**src/rtl/irq_controller.sv**
```systemverilog
// irq_controller: synchronised edge-latching interrupt controller; define IRQ_MISSED_COUNT_EN for per-channel missed-event counters
module irq_controller #(
  parameter int          CHANNELS    = 4,
  parameter int          SYNC_STAGES = 2,
  parameter logic [15:0] MASK_ID     = 16'h0030,
  parameter logic [15:0] STATUS_ID   = 16'h0031,
  parameter logic [15:0] MISSED_ID   = 16'h0040
) (
  input  logic                clk,
  input  logic                reset,
  input  logic [CHANNELS-1:0] irq_src,
  input  logic [CHANNELS-1:0] irq_ack,
  input  logic [CHANNELS-1:0] ack_alias,
  input  logic [15:0]         id,
  input  logic [15:0]         din,
  input  logic                write,
  output logic [CHANNELS-1:0] irq_out,
  output logic [15:0]         dout
);
  logic [SYNC_STAGES-1:0][CHANNELS-1:0] sync;
  logic [CHANNELS-1:0] prev, pending, mask, evt, clr;
  logic [SYNC_STAGES:0] armed;
  logic [15:0] missed_rd;
  logic unused;
  assign evt = armed[SYNC_STAGES] ? sync[SYNC_STAGES-1] & ~prev : '0;
  assign clr = irq_ack | ack_alias | ((write && id == STATUS_ID) ? din[CHANNELS-1:0] : '0);
  assign irq_out = pending & mask;
  assign dout = id == MASK_ID ? 16'(mask) : id == STATUS_ID ? 16'(pending) : missed_rd;
  assign unused = ^din;
  always_ff @(posedge clk or posedge reset)
    if (reset) begin
      sync    <= '0;
      prev    <= '0;
      armed   <= '0;
      pending <= '0;
      mask    <= '1;
    end else begin
      sync    <= {sync[SYNC_STAGES-2:0], irq_src};
      prev    <= sync[SYNC_STAGES-1];
      armed   <= {armed[SYNC_STAGES-1:0], 1'b1};
      pending <= evt | (pending & ~clr);
      if (write && id == MASK_ID) mask <= din[CHANNELS-1:0];
    end
`ifdef IRQ_MISSED_COUNT_EN
  logic [7:0] missed [CHANNELS];
  for (genvar c = 0; c < CHANNELS; c++) begin : g_missed
    always_ff @(posedge clk or posedge reset)
      if (reset) missed[c] <= '0;
      else if (write && id == 16'(MISSED_ID + c)) missed[c] <= '0;
      else if (evt[c] && pending[c] && !clr[c] && missed[c] != 8'hFF) missed[c] <= missed[c] + 8'd1;
  end
  always_comb begin
    missed_rd = '0;
    for (int n = 0; n < CHANNELS; n++)
      if (id == 16'(MISSED_ID + n)) missed_rd = {8'h00, missed[n]};
  end
`else
  assign missed_rd = '0;
`endif
endmodule

```
**config.mk**
```make
export PLATFORM = sky130hd
export DESIGN_NAME = irq_controller
export DESIGN_NICKNAME = d
export VERILOG_FILES = /design/src/rtl/irq_controller.sv
export SDC_FILE = /design/constraint.sdc
export NUM_CORES = 1
export LEC_CHECK = 0
export CORE_MARGIN = 3
export CORE_UTILIZATION = 40
export CTS_CLUSTER_SIZE = 12
export DETAILED_ROUTE_END_ITERATION = 10
export DONT_BUFFER_PORTS = 1
export PLACE_DENSITY = 0.65
export SLEW_MARGIN = 20
export SYNTH_ARGS = -nofsm -noshare
export SYNTH_HDL_FRONTEND = slang
export SYNTH_SLANG_ARGS = --single-unit
```
**constraint.sdc**
```tcl
create_clock -name clk -period 1.8 [get_ports clk]
set_clock_uncertainty 0.15 [all_clocks]
set_input_delay 0.18 -clock clk [delete_from_list [all_inputs] [get_ports clk]]
set_output_delay 0.18 -clock clk [all_outputs]
set_load 0.1 [all_outputs]
```
==> results of run 1 <==
==> final cells by class <==
cell class | instances | area [µm²] | area share, %
tap | 30 | 37.5 | 2.65
sequential | 23 | 581 | 41.1
clock buffer | 4 | 26.3 | 1.86
multi-input combinational | 59 | 435 | 30.8
timing repair buffer | 30 | 330 | 23.4
inverter | 1 | 3.75 | 0.265
==> where the power goes <==
part	total, µW	switching, µW	internal (µW)
Clock	221	135	86.3
Sequential	548	9.66	539
Combinational	173	134	39.1
==> layer usage <==
metal	global-route usage [%]	vias to the layer above
li1	-	323
met1	12.6	301
met2	18.4	42
met3	2.49	2
met4	7.28	0
met5	0	-
==> worst min-delay path: cells and delay by family <==
family | cells | cell delay, ns
AOI/OAI and AO/OA | 2 | 0.16
and+or+nand+nor | 2 | 0.12
==> logic make-up after synthesis <==
family	count (synthesis)	synth area share, %
other	2	0.706
buffers and inverters	14	9.29
AND/OR/NAND/NOR	32	23.2
flip-flops	23	54.6
AO/OA/AOI/OAI	6	2.82
multiplexers	8	9.41
==> state kept, by name (all words and copies together), names as in the netlist <==
signal and count:
mask 4, pending 4, prev 4, sync 8, armed 3
==> layout by cell type (no fill, tap or decap), drive strengths merged, types with 4 or more instances in the layout <==
cell type,synthesis,layout
mux2i,4,4
conb,2,13
nor2,9,9
mux2,4,4
dfrtp,19,19
dlygate4sd3,0,22
clkbuf,0,4
and2,4,4
buf,13,8
o21ai,6,6
dfstp,4,4
nand2,8,8
==> worst max-delay path by stage <==
stage	end	slack (ns)	startpoint
global route	mask[0]	0.06	id[3]
global placement	dout[0]	0.22	id[13]
CTS	mask[2]	0.14	id[3]
detailed placement	dout[0]	0.22	id[13]
finish	mask[2]	0.12	id[3]
floorplan	dout[0]	-0.17	id[3]
==> stage by stage <==
stage	cells	area [µm²]
4_1_cts	147	1410
6_report	147	1410
3_3_place_gp	121	1170
5_1_grt	147	1410
3_5_place_dp	121	1170
2_1_floorplan	96	1110
==> flow_results.xml, run 1 <==
<?xml version="1.0" encoding="UTF-8"?>
<metrics>
  <group name="status">
    <metric name="run_status" unit="">complete, no violations</metric>
  </group>
  <group name="synthesis">
    <metric name="dominantRegCellSynth" unit="">dfrtp_1</metric>
    <metric name="synthDominantAreaCellType" unit="">dfrtp_1</metric>
    <metric name="yosys_register_bits" unit="">23</metric>
    <metric name="synth_edf_count" unit="">0</metric>
    <metric name="synthDistinctLibCells" unit="">21</metric>
    <metric name="post_synth_main_area_contributors" unit="">dfrtp_1, dfstp_2, buf_4</metric>
    <metric name="synth_area_per_cell" unit="µm²">12.5</metric>
    <metric name="post_synth_instance_area" unit="µm²">1060</metric>
    <metric name="synth_most_common_cell" unit="">dfrtp_1</metric>
    <metric name="synth.top_cells.by_count" unit="">dfrtp_1, buf_4, nand2_1, nor2_1, o21ai_0</metric>
    <metric name="synth.top_cell.area_share" unit="%">44.7</metric>
    <metric name="syn-instance-count" unit="">85</metric>
    <metric name="synth_seq_area_share" unit="%">54.6</metric>
    <metric name="synth.yosys.warnings" unit="">0</metric>
    <metric name="asyncSetResetFlopFracSynth" unit="%">100</metric>
  </group>
  <group name="flow_run">
    <metric name="drv.max_cap_violation_count" unit="">0</metric>
  </group>
  <group name="hold_path">
    <metric name="hold_path_end" unit="">pending[2]</metric>
    <metric name="hold_depth" unit="">4</metric>
    <metric name="worst_hold_path_type" unit="">input port to flop</metric>
    <metric name="launch_point_of_the_worst_hold_path" unit="">id[14]</metric>
  </group>
  <group name="sta">
    <metric name="fmax" unit="MHz">594</metric>
    <metric name="endpoints_failing_setup" unit="">0</metric>
    <metric name="holdWs" unit="ns">0.0617</metric>
    <metric name="period_share" unit="%">93.5</metric>
    <metric name="finalHoldViolations" unit="">0</metric>
    <metric name="finalMaxSlewViolations" unit="">0</metric>
    <metric name="total_negative_slack_for_setup_checks" unit="ns">0</metric>
    <metric name="rsz0062_at_grt" unit="">false</metric>
    <metric name="finalWorstSetupSlack" unit="ns">0.117</metric>
    <metric name="max_slew.worst_pin.slew" unit="ns">0.805</metric>
    <metric name="slew_headroom" unit="%">46.3</metric>
    <metric name="final_period_minus_worst_setup_slack" unit="ns">1.68</metric>
  </group>
  <group name="setup_path">
    <metric name="timing.reg2reg.worst_path_depth" unit="">4</metric>
    <metric name="setup.worst_path.start_class" unit="">input port</metric>
    <metric name="critical_path.reg2reg.startpoint" unit="">pending[1]</metric>
    <metric name="path_class" unit="">input port to flop</metric>
    <metric name="critical_path.cell_chain" unit="">nor4_4 -&gt; nand4_4 -&gt; nor2_8 -&gt; mux2_4 -&gt; dlygate4sd3_1</metric>
    <metric name="worstSetupPathDepth" unit="">5</metric>
    <metric name="reg2reg_to" unit="">pending[1]</metric>
    <metric name="critical_path_peak_fanout" unit="">5</metric>
    <metric name="worst_path_slowest_cell" unit="">dlygate4sd3_1</metric>
    <metric name="cell_family_with_the_largest_share_of_critical_path_delay" unit="">simple AND/OR/NAND/NOR gates</metric>
    <metric name="worst-path-buf-inv" unit="">1</metric>
    <metric name="endpoint_kind" unit="">flop</metric>
    <metric name="cp_data_required_time" unit="ns">1.88</metric>
    <metric name="worst_ep_arrival_time" unit="ns">1.76</metric>
    <metric name="regToRegSetupSlack" unit="ns">0.24</metric>
    <metric name="cp_slowest_stage_delay" unit="ns">0.56</metric>
  </group>
  <group name="clock_tree">
    <metric name="cts_sinks" unit="">23</metric>
    <metric name="cts.repair.resized" unit="">0</metric>
    <metric name="clock_latency_at_the_later_pin_of_the_worst_skew_pair" unit="ns">0.30</metric>
    <metric name="clk_pin_slew_worst_paths" unit="ns">0.11</metric>
    <metric name="ctsHtreeMaxLevel" unit="">1</metric>
    <metric name="ctsRootBufferMaster" unit="">clkbuf_4</metric>
    <metric name="cts_made_buffers" unit="">3</metric>
    <metric name="cts_tree" unit="">yes</metric>
    <metric name="cts-root-to-sink-buffers" unit="">2</metric>
    <metric name="postCtsSetupRepairBufs" unit="">0</metric>
    <metric name="ctsHoldBuffers" unit="">22</metric>
  </group>
  <group name="global_routing">
    <metric name="overflow" unit="">0</metric>
    <metric name="grt_first_pass_wirelength" unit="mm">2.82</metric>
    <metric name="grt_usage" unit="%">11.1</metric>
    <metric name="vias_in_the_first_global_route" unit="">688</metric>
    <metric name="grt_start_max_net_pins" unit="">24</metric>
    <metric name="antenna_violations_before_repair" unit="">0</metric>
  </group>
  <group name="placed_design">
    <metric name="place.detailed.hpwl" unit="mm">1.29</metric>
    <metric name="placer_congestion_estimate" unit="">0.679</metric>
    <metric name="pre_cts_ws" unit="ns">0.216</metric>
    <metric name="port_buffers" unit="">0</metric>
  </group>
  <group name="drt">
    <metric name="detailroute.wirelength.met2" unit="µm">874</metric>
    <metric name="route.detailed.vias_per_inst" unit="">4.54</metric>
    <metric name="antenna_viol_nets_final" unit="">0</metric>
    <metric name="route.final.wire_length" unit="mm">1.75</metric>
    <metric name="drtPass1Iterations" unit="">3</metric>
    <metric name="vias" unit="">668</metric>
    <metric name="drc" unit="">0</metric>
    <metric name="met3_wirelength" unit="µm">222</metric>
    <metric name="detail_route.iter0.violations" unit="">11</metric>
    <metric name="total_routed_wire_length_on_the_met1_layer" unit="µm">645</metric>
    <metric name="maxUsedRoutingLayer" unit="">met4</metric>
    <metric name="routedWlPerCell" unit="µm">11.9</metric>
  </group>
  <group name="floorplanning">
    <metric name="coreArea" unit="µm²">2500</metric>
    <metric name="die_x" unit="µm">57.6</metric>
    <metric name="dieArea" unit="µm²">3310</metric>
    <metric name="io-pin-count" unit="">67</metric>
    <metric name="rows" unit="">18</metric>
    <metric name="initial_utilization" unit="%">42.5</metric>
    <metric name="die_height" unit="µm">57.6</metric>
  </group>
  <group name="cells_and_area">
    <metric name="num-fill-cells" unit="">211</metric>
    <metric name="layout.core_utilization" unit="%">56.6</metric>
    <metric name="antenna_cells_inserted" unit="">0</metric>
    <metric name="syn_to_final_growth" unit="%">32.9</metric>
    <metric name="num-nets-final" unit="">165</metric>
    <metric name="post_route_cells_drive_above_1_share" unit="%">24.8</metric>
  </group>
  <group name="power_and_ir_drop">
    <metric name="leakagePower" unit="µW">0.000638</metric>
    <metric name="power_density" unit="nW/µm²">666</metric>
    <metric name="ir_worst_vdd" unit="mV">0.543</metric>
    <metric name="finalPower" unit="µW">942</metric>
  </group>
</metrics>
No activity file was read; power rests on OpenSTA's default activity.
==> run 2: changes to the inputs <==
clock period = 1.62 ns   (was 1.8 ns; I/O delays follow)
==> flow_results.xml, run 2 (same netlist as run 1, synthesis figures left out) <==
<?xml version="1.0" encoding="UTF-8"?>
<metrics>
  <group name="status">
    <metric name="run_status" unit="">complete, no violations</metric>
  </group>
  <group name="cells_and_area">
    <metric name="finish.cell_count_without_fillers" unit="">146</metric>
    <metric name="layout_common_cells" unit="">dfrtp_1, dlygate4sd3_1, conb_1</metric>
    <metric name="design_area" unit="µm²">1500</metric>
    <metric name="antenna_cells_inserted" unit="">0</metric>
    <metric name="num-fill-cells" unit="">205</metric>
    <metric name="post_route_cells_drive_above_1_share" unit="%">32.8</metric>
    <metric name="mostFrequentLayoutCell" unit="">dfrtp_1</metric>
    <metric name="largest_reg_flops" unit="">8</metric>
    <metric name="max_flop_register" unit="">sync</metric>
    <metric name="num-nets-final" unit="">164</metric>
    <metric name="syn_to_final_growth" unit="%">40.8</metric>
  </group>
  <group name="floorplanning">
    <metric name="rows" unit="">18</metric>
    <metric name="dieArea" unit="µm²">3310</metric>
    <metric name="initial_utilization" unit="%">42.5</metric>
    <metric name="coreArea" unit="µm²">2500</metric>
    <metric name="die_height" unit="µm">57.6</metric>
    <metric name="io-pin-count" unit="">67</metric>
    <metric name="die_x" unit="µm">57.6</metric>
  </group>
  <group name="clock_tree">
    <metric name="cts_made_buffers" unit="">3</metric>
    <metric name="clk_pin_slew_worst_paths" unit="ns">0.12</metric>
    <metric name="cts_tree" unit="">yes</metric>
    <metric name="ctsHtreeMaxLevel" unit="">1</metric>
    <metric name="clock_latency_at_the_later_pin_of_the_worst_skew_pair" unit="ns">0.30</metric>
    <metric name="cts-root-to-sink-buffers" unit="">2</metric>
    <metric name="ctsRootBufferMaster" unit="">clkbuf_4</metric>
    <metric name="cts_sinks" unit="">23</metric>
  </group>
  <group name="sta">
    <metric name="finalHoldViolations" unit="">0</metric>
    <metric name="max_slew.worst_pin.slew" unit="ns">0.575</metric>
    <metric name="fmax" unit="MHz">639</metric>
    <metric name="slew_headroom" unit="%">61.6</metric>
    <metric name="rsz0062_at_grt" unit="">false</metric>
    <metric name="finalWorstSetupSlack" unit="ns">0.0551</metric>
    <metric name="period_share" unit="%">96.6</metric>
    <metric name="finalMaxSlewViolations" unit="">0</metric>
    <metric name="endpoints_failing_setup" unit="">0</metric>
    <metric name="final_period_minus_worst_setup_slack" unit="ns">1.56</metric>
  </group>
  <group name="global_routing">
    <metric name="antenna_violations_before_repair" unit="">0</metric>
    <metric name="vias_in_the_first_global_route" unit="">725</metric>
    <metric name="grt_usage" unit="%">11.6</metric>
    <metric name="overflow" unit="">0</metric>
    <metric name="grt_start_max_net_pins" unit="">17</metric>
    <metric name="grt_first_pass_wirelength" unit="mm">2.99</metric>
  </group>
  <group name="placed_design">
    <metric name="area_post_placement" unit="µm²">1250</metric>
    <metric name="post-place-cells" unit="">123</metric>
    <metric name="pre_cts_ws" unit="ns">0.188</metric>
    <metric name="port_buffers" unit="">0</metric>
    <metric name="placer_congestion_estimate" unit="">0.799</metric>
    <metric name="place.detailed.hpwl" unit="mm">1.49</metric>
  </group>
  <group name="drt">
    <metric name="detail_route.iter0.violations" unit="">3</metric>
    <metric name="drtPass1Iterations" unit="">4</metric>
    <metric name="vias" unit="">676</metric>
    <metric name="route.final.wire_length" unit="mm">1.88</metric>
    <metric name="drc" unit="">0</metric>
    <metric name="routedWlPerCell" unit="µm">12.9</metric>
    <metric name="route.detailed.vias_per_inst" unit="">4.63</metric>
    <metric name="antenna_viol_nets_final" unit="">0</metric>
  </group>
  <group name="power_and_ir_drop">
    <metric name="clkPwrFrac" unit="%">23.5</metric>
    <metric name="ir_worst_vdd" unit="mV">0.686</metric>
    <metric name="seqPwrFrac" unit="%">57.4</metric>
    <metric name="total_switching_power" unit="µW">324</metric>
    <metric name="switching_share" unit="%">30.4</metric>
    <metric name="power_density" unit="nW/µm²">711</metric>
    <metric name="p_int" unit="µW">741</metric>
    <metric name="leakagePower" unit="µW">0.000635</metric>
    <metric name="finalPower" unit="µW">1060</metric>
    <metric name="p_comb_share" unit="%">19.1</metric>
  </group>
  <group name="setup_path">
    <metric name="critical_path.reg2reg.startpoint" unit="">pending[2]</metric>
    <metric name="path_class" unit="">flop to output port</metric>
    <metric name="setup.worst_path.start_class" unit="">flop</metric>
    <metric name="worst_ep_arrival_time" unit="ns">1.25</metric>
    <metric name="cp_data_required_time" unit="ns">1.31</metric>
    <metric name="crit_path_start" unit="">pending[1]</metric>
    <metric name="critical_path_peak_fanout" unit="">2</metric>
    <metric name="endpoint_kind" unit="">output port</metric>
  </group>
  <group name="hold_path">
    <metric name="worst_hold_path_type" unit="">input port to flop</metric>
    <metric name="launch_point_of_the_worst_hold_path" unit="">id[14]</metric>
  </group>
  <group name="flow_run">
    <metric name="drv.max_cap_violation_count" unit="">0</metric>
  </group>
</metrics>
## run 2: layer usage
| metal | vias to the layer above | global-route usage, % | share of wire [%] |
|---|---|---|---|
| li1 | 322 | - | - |
| met1 | 314 | 11.8 | 35 |
| met2 | 38 | 22.6 | 55 |
| met3 | 2 | 2.26 | 10 |
| met4 | 0 | 4.64 | 0.32 |
| met5 | - | 0 | 0 |
## run 2: cell type report
| type | instances | area [µm²] | share of cell area [%] |
|---|---|---|---|
| Sequential cell | 23 | 581 | 38.8 |
| Tap cell | 30 | 37.5 | 2.51 |
| Multi-Input combinational cell | 59 | 485 | 32.4 |
| Clock buffer | 3 | 22.5 | 1.50 |
| Timing Repair Buffer | 29 | 363 | 24.2 |
| Clock inverter | 1 | 5.00 | 0.334 |
| Inverter | 1 | 3.75 | 0.251 |
## run 2: critical path: stages (launching register included)
cell	delay, ns
dfrtp_1	0.40
buf_4	0.14
mux2i_2	0.20
nor2_4	0.06
buf_12	0.16
## run 2: path summary, 6_finish.rpt
check / to / slack, ns / cells after the start
max in group asynchronous: armed[1] / 0.60 / 3
worst max-delay path: dout[1] / 0.06 / 4
min in group asynchronous: pending[1] / 0.20 / 2
worst min-delay path: pending[1] / 0.03 / 4
worst min register to register: sync[4] / 0.21 / 0
worst max register to register: pending[2] / 0.09 / 4
## run 2: power groups by stage
stage / sequential (µW) / combinational, µW / clock [µW]
after floorplan: 617 / 182 / 0
after global placement: 619 / 159 / 0
after detailed placement: 621 / 161 / 0
after CTS: 611 / 197 / 261
after global routing: 613 / 214 / 279
final: 611 / 204 / 250
## run 2: repair_timing
action,in CTS,in global routing
setup buffers,0,1
hold endpoints to repair,23,0
setup endpoints to repair,0,6
resized for setup,0,8
hold buffers,18,0
## run 2: metrics by stage
stage	TNS [ns]	hold slack (ns)	util, %
floorplan	-0.690	0.0110	-
global placement	0	-0.0226	50.1
detailed placement	0	-0.00349	50.1
CTS	0	0.0453	58.4
global route	0	0.0740	59.9
finish	0	0.0339	59.9
==> run 3: changes to the inputs <==
SLEW_MARGIN = default   (was 20)
==> results of run 3 <==
Same layout as run 2: the final DEF is identical, and so are final timing and power.
